### src/rtl/sram_bist_pkg.sv
// Shared encodings for the March C- SRAM BIST: march elements, controller states
// and the per-element operation table.
package sram_bist_pkg;

    typedef enum logic [2:0] {
        ELEM_M0 = 3'd0,
        ELEM_M1 = 3'd1,
        ELEM_M2 = 3'd2,
        ELEM_M3 = 3'd3,
        ELEM_M4 = 3'd4,
        ELEM_M5 = 3'd5
    } march_elem_e;

    typedef enum logic [1:0] {
        ST_IDLE  = 2'd0,
        ST_RUN   = 2'd1,
        ST_DRAIN = 2'd2,
        ST_DONE  = 2'd3
    } bist_state_e;

    typedef struct packed {
        logic write;
        logic one;
    } march_op_t;

    function automatic logic [1:0] elem_ops(input march_elem_e e);
        case (e)
            ELEM_M0, ELEM_M5:                   elem_ops = 2'd1;
            ELEM_M1, ELEM_M2, ELEM_M3, ELEM_M4: elem_ops = 2'd2;
            default:                            elem_ops = 2'd1;
        endcase
    endfunction

    function automatic logic elem_down(input march_elem_e e);
        case (e)
            ELEM_M3, ELEM_M4: elem_down = 1'b1;
            default:          elem_down = 1'b0;
        endcase
    endfunction

    // Phase 0 is the first operation of an element, phase 1 the second.
    function automatic march_op_t elem_op(input march_elem_e e, input logic phase);
        march_op_t op;
        op.write = 1'b0;
        op.one   = 1'b0;
        case (e)
            ELEM_M0: begin
                op.write = 1'b1;
                op.one   = 1'b0;
            end
            ELEM_M1, ELEM_M3: begin
                op.write = phase;
                op.one   = phase;
            end
            ELEM_M2, ELEM_M4: begin
                op.write = phase;
                op.one   = ~phase;
            end
            ELEM_M5: begin
                op.write = 1'b0;
                op.one   = 1'b0;
            end
            default: begin
                op.write = 1'b0;
                op.one   = 1'b0;
            end
        endcase
        return op;
    endfunction

endpackage

### src/rtl/sram_bist_seq.sv
// March C- sequencer: walks element, address and in-element phase, presenting the
// operation at the current position and stepping one operation per advance.
module sram_bist_seq
    import sram_bist_pkg::*;
#(
    parameter int ADDR_WIDTH = 6
) (
    input  logic                  clk,
    input  logic                  rst,
    input  logic                  advance,
    output march_elem_e           elem,
    output logic [ADDR_WIDTH-1:0] addr,
    output logic                  op_write,
    output logic                  op_one,
    output logic                  last
);

    localparam logic [ADDR_WIDTH-1:0] ADDR_MAX = {ADDR_WIDTH{1'b1}};

    march_elem_e           elem_r, elem_s, elem_inc_s;
    logic [ADDR_WIDTH-1:0] addr_r, addr_s;
    logic                  phase_r, phase_s;
    logic                  last_s, addr_end_s;
    march_op_t             op_s;

    assign op_s       = elem_op(elem_r, phase_r);
    assign last_s     = (elem_r == ELEM_M5) && (addr_r == ADDR_MAX);
    assign addr_end_s = elem_down(elem_r) ? (addr_r == {ADDR_WIDTH{1'b0}}) : (addr_r == ADDR_MAX);
    assign elem_inc_s = march_elem_e'(elem_r + 3'd1);

    assign elem     = elem_r;
    assign addr     = addr_r;
    assign op_write = op_s.write;
    assign op_one   = op_s.one;
    assign last     = last_s;

    // Next position: second phase, next address, or first address of the next element.
    always_comb begin
        elem_s  = elem_r;
        addr_s  = addr_r;
        phase_s = phase_r;
        if (advance) begin
            if (last_s) begin
                elem_s  = ELEM_M0;
                addr_s  = {ADDR_WIDTH{1'b0}};
                phase_s = 1'b0;
            end else if ((phase_r == 1'b0) && (elem_ops(elem_r) == 2'd2)) begin
                phase_s = 1'b1;
            end else begin
                phase_s = 1'b0;
                if (addr_end_s) begin
                    elem_s = elem_inc_s;
                    addr_s = elem_down(elem_inc_s) ? ADDR_MAX : {ADDR_WIDTH{1'b0}};
                end else if (elem_down(elem_r)) begin
                    addr_s = addr_r - {{(ADDR_WIDTH-1){1'b0}}, 1'b1};
                end else begin
                    addr_s = addr_r + {{(ADDR_WIDTH-1){1'b0}}, 1'b1};
                end
            end
        end else begin
            phase_s = phase_r;
        end
    end

    // Position register.
    always_ff @(posedge clk) begin
        if (rst) begin
            elem_r  <= ELEM_M0;
            addr_r  <= {ADDR_WIDTH{1'b0}};
            phase_r <= 1'b0;
        end else begin
            elem_r  <= elem_s;
            addr_r  <= addr_s;
            phase_r <= phase_s;
        end
    end

endmodule

### src/rtl/sram_march_bist.sv
// March C- SRAM BIST controller: run FSM, registered SRAM port, read-compare
// pipeline and error/status reporting.
module sram_march_bist
    import sram_bist_pkg::*;
#(
    parameter int ADDR_WIDTH  = 6,
    parameter int DATA_WIDTH  = 33,
    parameter int WMASK_WIDTH = 4,
    parameter int RD_LAT      = 1
) (
    input  logic                   clk,
    input  logic                   rst,
    input  logic                   start,
    input  logic                   bg_inv,
    output logic                   sram_csb,
    output logic                   sram_web,
    output logic [WMASK_WIDTH-1:0] sram_wmask,
    output logic                   sram_spare_wen,
    output logic [ADDR_WIDTH-1:0]  sram_addr,
    output logic [DATA_WIDTH-1:0]  sram_din,
    input  logic [DATA_WIDTH-1:0]  sram_dout,
    output logic                   busy,
    output logic                   done,
    output logic                   pass,
    output logic [7:0]             err_count,
    output logic [ADDR_WIDTH-1:0]  err_addr,
    output logic [2:0]             err_elem
);

    localparam int DRAIN_W = $clog2(RD_LAT + 1) + 1;

    bist_state_e           state_r, state_s;
    logic                  accept_s, issue_s, last_done_r;
    logic                  bg_inv_r, bg_sel_s;
    logic [DRAIN_W-1:0]    drain_cnt_r;
    march_elem_e           seq_elem_s;
    logic [ADDR_WIDTH-1:0] seq_addr_s;
    logic                  seq_write_s, seq_one_s, seq_last_s;
    logic [DATA_WIDTH-1:0] op_word_s;
    logic                  rd_act_r;
    logic [DATA_WIDTH-1:0] exp_r;
    logic [2:0]            op_elem_r;
    logic [DATA_WIDTH-1:0] pipe_exp_r  [RD_LAT];
    logic [ADDR_WIDTH-1:0] pipe_addr_r [RD_LAT];
    logic [2:0]            pipe_elem_r [RD_LAT];
    logic                  pipe_vld_r  [RD_LAT];
    logic                  mismatch_s;
    logic [7:0]            err_count_s;
    logic [ADDR_WIDTH-1:0] err_addr_s;
    logic [2:0]            err_elem_s;

    sram_bist_seq #(.ADDR_WIDTH(ADDR_WIDTH)) u_seq (
        .clk      (clk),
        .rst      (rst),
        .advance  (issue_s),
        .elem     (seq_elem_s),
        .addr     (seq_addr_s),
        .op_write (seq_write_s),
        .op_one   (seq_one_s),
        .last     (seq_last_s)
    );

    assign issue_s   = accept_s || ((state_r == ST_RUN) && !last_done_r);
    assign op_word_s = seq_one_s ? ~{DATA_WIDTH{bg_sel_s}} : {DATA_WIDTH{bg_sel_s}};
    assign mismatch_s = pipe_vld_r[RD_LAT-1] && (sram_dout != pipe_exp_r[RD_LAT-1]);

    // Next state; the accepting edge already issues the first write using the live bg_inv.
    always_comb begin
        state_s  = state_r;
        accept_s = 1'b0;
        bg_sel_s = bg_inv_r;
        case (state_r)
            ST_IDLE, ST_DONE: begin
                if (start) begin
                    state_s  = ST_RUN;
                    accept_s = 1'b1;
                    bg_sel_s = bg_inv;
                end else begin
                    state_s = state_r;
                end
            end
            ST_RUN: begin
                if (last_done_r) begin
                    state_s = ST_DRAIN;
                end else begin
                    state_s = ST_RUN;
                end
            end
            ST_DRAIN: begin
                if (drain_cnt_r == DRAIN_W'(RD_LAT)) begin
                    state_s = ST_DONE;
                end else begin
                    state_s = ST_DRAIN;
                end
            end
            default: state_s = ST_IDLE;
        endcase
    end

    // Error bookkeeping: saturating count, first-failure location frozen per run.
    always_comb begin
        err_count_s = err_count;
        err_addr_s  = err_addr;
        err_elem_s  = err_elem;
        if (accept_s) begin
            err_count_s = 8'd0;
            err_addr_s  = {ADDR_WIDTH{1'b0}};
            err_elem_s  = 3'd0;
        end else if (mismatch_s) begin
            if (err_count != 8'd255) begin
                err_count_s = err_count + 8'd1;
            end else begin
                err_count_s = err_count;
            end
            if (err_count == 8'd0) begin
                err_addr_s = pipe_addr_r[RD_LAT-1];
                err_elem_s = pipe_elem_r[RD_LAT-1];
            end else begin
                err_addr_s = err_addr;
                err_elem_s = err_elem;
            end
        end else begin
            err_count_s = err_count;
        end
    end

    // Control registers: state, end-of-issue flag, drain counter, captured background.
    always_ff @(posedge clk) begin
        if (rst) begin
            state_r     <= ST_IDLE;
            last_done_r <= 1'b0;
            drain_cnt_r <= {DRAIN_W{1'b0}};
            bg_inv_r    <= 1'b0;
        end else begin
            state_r <= state_s;
            if (accept_s) begin
                last_done_r <= 1'b0;
            end else if (issue_s && seq_last_s) begin
                last_done_r <= 1'b1;
            end
            drain_cnt_r <= (state_r == ST_DRAIN) ? drain_cnt_r + {{(DRAIN_W-1){1'b0}}, 1'b1}
                                                 : {DRAIN_W{1'b0}};
            if (accept_s) begin
                bg_inv_r <= bg_inv;
            end
        end
    end

    // Registered SRAM port plus the expected word travelling with each read.
    always_ff @(posedge clk) begin
        if (rst || !issue_s) begin
            sram_csb       <= 1'b1;
            sram_web       <= 1'b1;
            sram_wmask     <= {WMASK_WIDTH{1'b0}};
            sram_spare_wen <= 1'b0;
            sram_addr      <= {ADDR_WIDTH{1'b0}};
            sram_din       <= {DATA_WIDTH{1'b0}};
            rd_act_r       <= 1'b0;
            exp_r          <= {DATA_WIDTH{1'b0}};
            op_elem_r      <= 3'd0;
        end else begin
            sram_csb       <= 1'b0;
            sram_web       <= ~seq_write_s;
            sram_wmask     <= seq_write_s ? {WMASK_WIDTH{1'b1}} : {WMASK_WIDTH{1'b0}};
            sram_spare_wen <= seq_write_s;
            sram_addr      <= seq_addr_s;
            sram_din       <= seq_write_s ? op_word_s : {DATA_WIDTH{1'b0}};
            rd_act_r       <= ~seq_write_s;
            exp_r          <= seq_write_s ? {DATA_WIDTH{1'b0}} : op_word_s;
            op_elem_r      <= seq_elem_s;
        end
    end

    // Compare pipeline: stage 0 loads as the SRAM samples a read.
    always_ff @(posedge clk) begin
        if (rst) begin
            for (int i = 0; i < RD_LAT; i++) begin
                pipe_exp_r[i]  <= {DATA_WIDTH{1'b0}};
                pipe_addr_r[i] <= {ADDR_WIDTH{1'b0}};
                pipe_elem_r[i] <= 3'd0;
                pipe_vld_r[i]  <= 1'b0;
            end
        end else begin
            pipe_exp_r[0]  <= exp_r;
            pipe_addr_r[0] <= sram_addr;
            pipe_elem_r[0] <= op_elem_r;
            pipe_vld_r[0]  <= rd_act_r;
            for (int i = 1; i < RD_LAT; i++) begin
                pipe_exp_r[i]  <= pipe_exp_r[i-1];
                pipe_addr_r[i] <= pipe_addr_r[i-1];
                pipe_elem_r[i] <= pipe_elem_r[i-1];
                pipe_vld_r[i]  <= pipe_vld_r[i-1];
            end
        end
    end

    // Status and error outputs.
    always_ff @(posedge clk) begin
        if (rst) begin
            busy      <= 1'b0;
            done      <= 1'b0;
            pass      <= 1'b0;
            err_count <= 8'd0;
            err_addr  <= {ADDR_WIDTH{1'b0}};
            err_elem  <= 3'd0;
        end else begin
            busy      <= (state_s == ST_RUN) || (state_s == ST_DRAIN);
            done      <= (state_s == ST_DONE);
            pass      <= (state_s == ST_DONE) && (err_count_s == 8'd0);
            err_count <= err_count_s;
            err_addr  <= err_addr_s;
            err_elem  <= err_elem_s;
        end
    end

endmodule

### config.mk
export PLATFORM = sky130hd
export DESIGN_NAME = sram_march_bist
export DESIGN_NICKNAME = d
export VERILOG_FILES = /design/src/rtl/sram_bist_pkg.sv /design/src/rtl/sram_bist_seq.sv /design/src/rtl/sram_march_bist.sv
export SDC_FILE = /design/constraint.sdc
export NUM_CORES = 1
export LEC_CHECK = 0
export CORE_UTILIZATION = 50
export DETAILED_ROUTE_END_ITERATION = 12
export DONT_BUFFER_PORTS = 1
export PLACE_DENSITY = 0.71
export SKIP_LAST_GASP = 1
export SYNTH_ARGS = -nofsm -noshare
export SYNTH_HDL_FRONTEND = slang
export SYNTH_HIERARCHICAL = 1
export SYNTH_SLANG_ARGS = --single-unit
### constraint.sdc
create_clock -name clk -period 5.12 [get_ports clk]
set_input_delay 0.768 -clock clk [delete_from_list [all_inputs] [get_ports clk]]
set_output_delay 0.768 -clock clk [all_outputs]
set_load 0.01 [all_outputs]
# Yosys cells after proc, flatten, opt, wreduce, memory -nomap -nowiden
# Memory sizes are Yosys's and may differ from the RTL's. A register that Yosys moved wholly into a read port is not among the register bits.
# Cells that the tools add are included.
# totals
memories	4
ramBits	43
ff_bits	110
# classes
eq_ne	19
bitwise	4
mux	50
reduce_logical	34
addsub	5
# mem_list
name	depth	width	read_ports	rd_clocked_by_memory_dff	wr	line_no	text
pipe_exp_r	1	33	1	0	1	sram_march_bist.sv:43	logic [DATA_WIDTH-1:0] pipe_exp_r [RD_LAT];
pipe_addr_r	1	6	1	1	1	sram_march_bist.sv:44	logic [ADDR_WIDTH-1:0] pipe_addr_r [RD_LAT];
pipe_elem_r	1	3	1	1	1	sram_march_bist.sv:45	logic [2:0] pipe_elem_r [RD_LAT];
pipe_vld_r	1	1	1	0	1	sram_march_bist.sv:46	logic pipe_vld_r [RD_LAT];
# op_table
op	count
$mux W33	2
$mux W6	6
$ne A33 B33 Y1	1
$not A33 Y33	1
$reduce_or A33 Y1	1
$mux W1	27
$mux W8	3
$reduce_or A2 Y1	9
$logic_not A8 Y1	2
$mux W3	4
$pmux W2 S3	2
$eq A2 B2 Y1 const B	5
$mux W2	5
$eq A3 B2 Y1 const B	3
$eq A3 B3 Y1 const B	3
$add A8 B1 Y8 const B	1
$ne A8 B8 Y1 const B	1
$add A6 B1 Y6 const B	1
$eq A2 B1 Y1 const B	3
$eq A6 B6 Y1 const B	1
$logic_and A1 B1 Y1	6
$logic_not A6 Y1	1
$reduce_or A6 Y1	1
$sub A6 B1 Y6 const B	1
other kinds (16)	22

# Longest topological paths before layout
# depth
word_depth	14
mapped_depth	11
depth_no_buf	11

# Cells and area by module
# The synthesis kept the hierarchy.
# modules_own_cells
module	area_per_inst_um2	cells_per_inst	instances	seq_area_each_um2
sram_march_bist	2391.0	264	1	1041.0
sram_bist_seq	834.6	97	1	200.2

# Worst setup path before layout
# Ideal clock, no wire load.
# synth_path
kind	in2reg
startpoint	input sram_dout[18]
endpoint	register pass
t_required_ns	5.041
arrival_time_ns	2.552
n_path_buf	1
cell_stages	8
slack_ns	2.489
cell_sequence	or4_1 > nor4_1 > o22ai_1 > or2_1 > buf_6 > a31o_1 > a32o_1 > a211oi_2
# synth_between
elab_chain_cells	6
# synth_rtl
item	line_no	text
start: declaration	sram_march_bist.sv:21	input logic [DATA_WIDTH-1:0] sram_dout,
$ne A33 B33 Y1	sram_march_bist.sv:65	assign mismatch_s = pipe_vld_r[RD_LAT-1] && (sram_dout != pipe_exp_r[RD_LAT-1]);
$logic_and A1 B1 Y1	sram_march_bist.sv:65	
$mux W8	sram_march_bist.sv:109	end else if (mismatch_s) begin
$mux W8	sram_march_bist.sv:105	if (accept_s) begin
$logic_not A8 Y1	sram_march_bist.sv:209	pass <= (state_s == ST_DONE) && (err_count_s == 8'd0);
$logic_and A1 B1 Y1	sram_march_bist.sv:209	
end signal: assignment	sram_march_bist.sv:209	
end: declaration	sram_march_bist.sv:24	output logic pass,
# No other way between the ends.
# A chain may end at the register's enable or synchronous reset.

# Worst setup path in the final report
# layout_path
startpoint	register u_seq.elem_r[0] (netlist: u_seq/elem[0])
endpoint	register u_seq.addr_r[5] (netlist: u_seq/addr[5])
# layout_between
elab_chain_cells	12
elab_cells_between_ends	35
cone_classes	1 x add/sub; 9 x eq/ne; 19 x mux; 6 x reduce/logical
# layout_rtl
item	line_no	text
start: declaration	sram_bist_seq.sv:20	march_elem_e elem_r, elem_s, elem_inc_s;
start signal: assignment	sram_bist_seq.sv:72	elem_r <= elem_s;
$add A3 B1 Y3	sram_bist_seq.sv:29	assign elem_inc_s = march_elem_e'(elem_r + 3'd1);
$eq A3 B2 Y1 / $eq A3 B3 Y1 (equally long branches)	sram_bist_pkg.sv:35	case (e)
$reduce_or A2 Y1	sram_bist_pkg.sv:35	
$mux W1	sram_bist_pkg.sv:35	
$mux W1	sram_bist_seq.sv:51	if (addr_end_s) begin
$mux W1	sram_bist_seq.sv:47	end else if ((phase_r == 1'b0) && (elem_ops(elem_r) == 2'd2)) begin
$mux W1	sram_bist_seq.sv:43	if (last_s) begin
$mux W1	sram_bist_seq.sv:42	if (advance) begin
$mux W6	sram_bist_seq.sv:53	addr_s = elem_down(elem_inc_s) ? ADDR_MAX : {ADDR_WIDTH{1'b0}};
$mux W6	sram_bist_seq.sv:51	
$mux W6	sram_bist_seq.sv:47	
$mux W6	sram_bist_seq.sv:43	
end signal: assignment	sram_bist_seq.sv:69	addr_r <= {ADDR_WIDTH{1'b0}};
end signal: assignment	sram_bist_seq.sv:73	addr_r <= addr_s;
end: declaration	sram_bist_seq.sv:21	logic [ADDR_WIDTH-1:0] addr_r, addr_s;
# Parallel ways exist; a longest one is shown, timed or not. The select of a mux whose other input is x is not followed.

==> impl_results.md <==
- Crit path largest cell delay: roughly 400 ps
- Final hold violation count: 0
- H-tree levels: 3
- Post-layout util: ~53%
- GPL Wtd Cong: between 0.8 and 0.9
- Setup CP Type: reg -> reg
- Worst-path fanout max: 6
- Global route overflow: 0
- ANT nets after route: 0
- Routed vias: ~2,300
- P&R area growth vs syn: -0.388%
- Highest clock rate: 354 MHz
- Initial Util: 53.2%
- CP bufs+invs: 2
- Post-CTS sizing: 0
- Vias per cell: 5.57
- Internal Power: just over 0.8 mW
- Logic pwr share: between 5 and 6%
- Max_cap viols: 0
- Initial antenna violation count: 0
- YS warnings: 6
- Number of global-route vias before repair: 2,175
- Hpwl dp: 4740 microns
- Async SR Flop Fraction: 0%
- Cts hold-fix bufs: 0
- Global-route usage over all layers: between 10% and 20%
- Worst path slowest cell: dfxtp_1
- Fin crit period: ~2800 ps
- Unrepaired setup endpoints after global routing: no
- Crit path max-delay family: compound AO/OA/AOI/OAI gates
- TritonCTS clock tree: yes
- Die ar.: around 0.0068 sq mm
- Post-Syn Area: between 0.003 and 0.004 sq mm
- Placed Area: approximately 0.003 sq mm
- Worst path arrival time: just over 3000 ps
- Avg Inst Size Synth: 8.94 sq um
- Max_slew headroom: a little over a third
- Post-synth top area cell: dfxtp_1
- Die width: slightly above 80 microns
- Synth top area share: between 30% and 40%
- Number of nets in the layout: about 380
- HP Class: reg -> reg
- EDFF count, synth: 0
- # DRC: 0
- Critical path required time: roughly 5400 ps
- Register area: 0.00124 sq mm
- Skew-Pair Late Insertion Delay: ~340 ps
- Total Routed Length: between 6000 and 7000 microns
- Filler Cells Inserted: 556
- Pwr/cell area: approximately 330 mW/mm^2
- Switching Share: 24.3%
- P_sw: between 0.2 and 0.3 mW
- Pleak: roughly 1.2 nW
- Multi-input gate area in the final layout: 0.00159 sq mm
- Clock buffer depth: 2
- Worst-path clk slew: 70 ps
- Slew @ Worst Pin: around 960 ps
- Peak supply drop: ~0.23 mV
- Share of layout cells above drive strength 1: 9.12%
- Clock Skew: 8.48 ps
- DRT iter0 DRCs: between 80 and 90
- Port bufs: 0
- Dpl ws: between 2000 and 2500 ps
- Setup bufs post-CTS: 0
- Synth Instances: between 300 and 400
- Core Footprint: 0.00606 sq mm
- Distinct cells, synth: between 50 and 60
- Die span in y: just over 80 microns
- Crit path cell chain: inv_1, ha_1, mux2i_2, inv_1, ha_1, a211oi_1, o21bai_1, a21oi_1, xnor2_1, o21ai_0, a22o_1
- Most common cell after layout, fill and taps aside: dfxtp_1
- CTS buffer count: 9
- Setup-failing EPs final: 0
- CTS root buf: clkbuf_8
- Final Slew Violations: 0
- Avg WL per Cell: 15.6 microns
- Status: complete, no violations
- Worst Setup Start Kind: register
- DR pass1 iterations: 4
- Period utilization: 55.2%
- Top post-synthesis cells by area: dfxtp_1 (38%), buf_4 (8.6%), ha_1 (5.8%)
- Commonest non-fill, non-tap cells in the layout: dfxtp_1 (61), nor2_1 (32), nand2_1 (23)
- Primary FF master, synth: dfxtp_1
- Post-Syn Nets: 414
- Sequential share of the synthesized area: about two fifths
- Largest net degree at the start of global routing: 34
- Clk pwr share: ~45%
- Setup TNS: 0 ps
- CTS sink count: 62
- Post-route cell area: approximately 0.0032 sq mm
- Sequential share of power: around half
- I/O pin total: around 100
- First-pass GRT wire length: slightly below 10,000 microns
- N_diodes: 0
- Cell row count: 28
- CP endpoint kind: register
- Synth Register Bits: just over 60
- Final WS setup: 2290 ps
metrics by stage:
step	cells	hold WS, ps	power [mW]
2_1_floorplan	361	398	0.621
3_3_place_gp	388	407	0.595
3_5_place_dp	388	423	0.597
4_1_cts	404	436	1.07
5_1_grt	404	455	1.11
6_report	404	436	1.06
registers in the layout (all words and copies together) (netlist names), 6 cells and up:
name	count
u_seq/addr	6
pipe_addr_r	6
err_addr	6
err_count	8
sram_addr	6
worst reg2reg max path, stage by stage (launching register included):
cell      delay [ps]
dfxtp_1          400
inv_1            100
ha_1             280
mux2i_2          270
inv_1            180
ha_1             320
a211oi_1         350
o21bai_1         130
a21oi_1          180
xnor2_1          150
o21ai_0          110
a22o_1           240
routing by layer:
metal	part of all wire, %	track usage [%]	routed length (microns)
met5	0	0	0
met2	51	35.0	3220
met3	7.0	4.40	443
met1	40	22.1	2560
met4	1.5	11.2	93
cell families (layout without fill, tap and decap cells):
kind of cell             Yosys count  count (layout)  synth area share [%]
AO/OA/AOI/OAI                     54              54                  11.9
flip-flops                        62              62                  38.5
adder cells (fa/ha/maj)           16              16                  6.44
multiplexers                      15              15                  4.96
AND/OR/NAND/NOR                  140             140                  23.2
buffers and inverters             64              32                  12.2
XOR/XNOR                          10              10                  2.72
cell type report:
class | instances | share of cell area (%)
sequential | 62 | 38.7
clock buffer | 11 | 4.40
tap | 75 | 2.92
multi-input combinational | 235 | 49.5
clock inverter | 5 | 2.57
inverter | 16 | 1.87
power by group through the flow:
stage / registers (mW) / clock network (mW) / logic [mW]
global placement: 0.539 / 0 / 0.0555
CTS: 0.529 / 0.485 / 0.0579
global route: 0.535 / 0.506 / 0.0662
detailed placement: 0.540 / 0 / 0.0576
floorplan: 0.520 / 0 / 0.101
finish: 0.529 / 0.476 / 0.0579
worst paths after layout:
| kind | startpoint | endpoint | slack (ps) | depth (start not counted) |
|---|---|---|---|---|
| max | u_seq/elem[0] | u_seq/addr[5] | 2290 | 11 |
| min | op_elem_r[1] | pipe_elem_r[0][1] | 440 | 1 |
| max reg2reg | u_seq/elem[0] | u_seq/addr[5] | 2290 | 11 |
| min reg2reg | op_elem_r[1] | pipe_elem_r[0][1] | 440 | 1 |
synthesized netlist by cell type, types with 3 or more instances:
library cell	number
nand2b_1	3
buf_4	37
a211oi_1	3
o21a_1	3
nand4_1	7
inv_1	16
nand2_1	23
nor4_1	4
mux2i_1	12
xnor2_1	4
ha_1	15
or4_1	5
or3_1	6
a21o_1	3
xor2_1	6
nor2b_1	18
nor3_1	10
nor2_1	32
nand3_1	9
clkbuf_1	8
a22o_1	5
o22ai_1	4
and2_1	11
a21oi_1	13
dfxtp_1	62
o21ai_0	8
No activity file was read; power rests on OpenSTA's default activity.
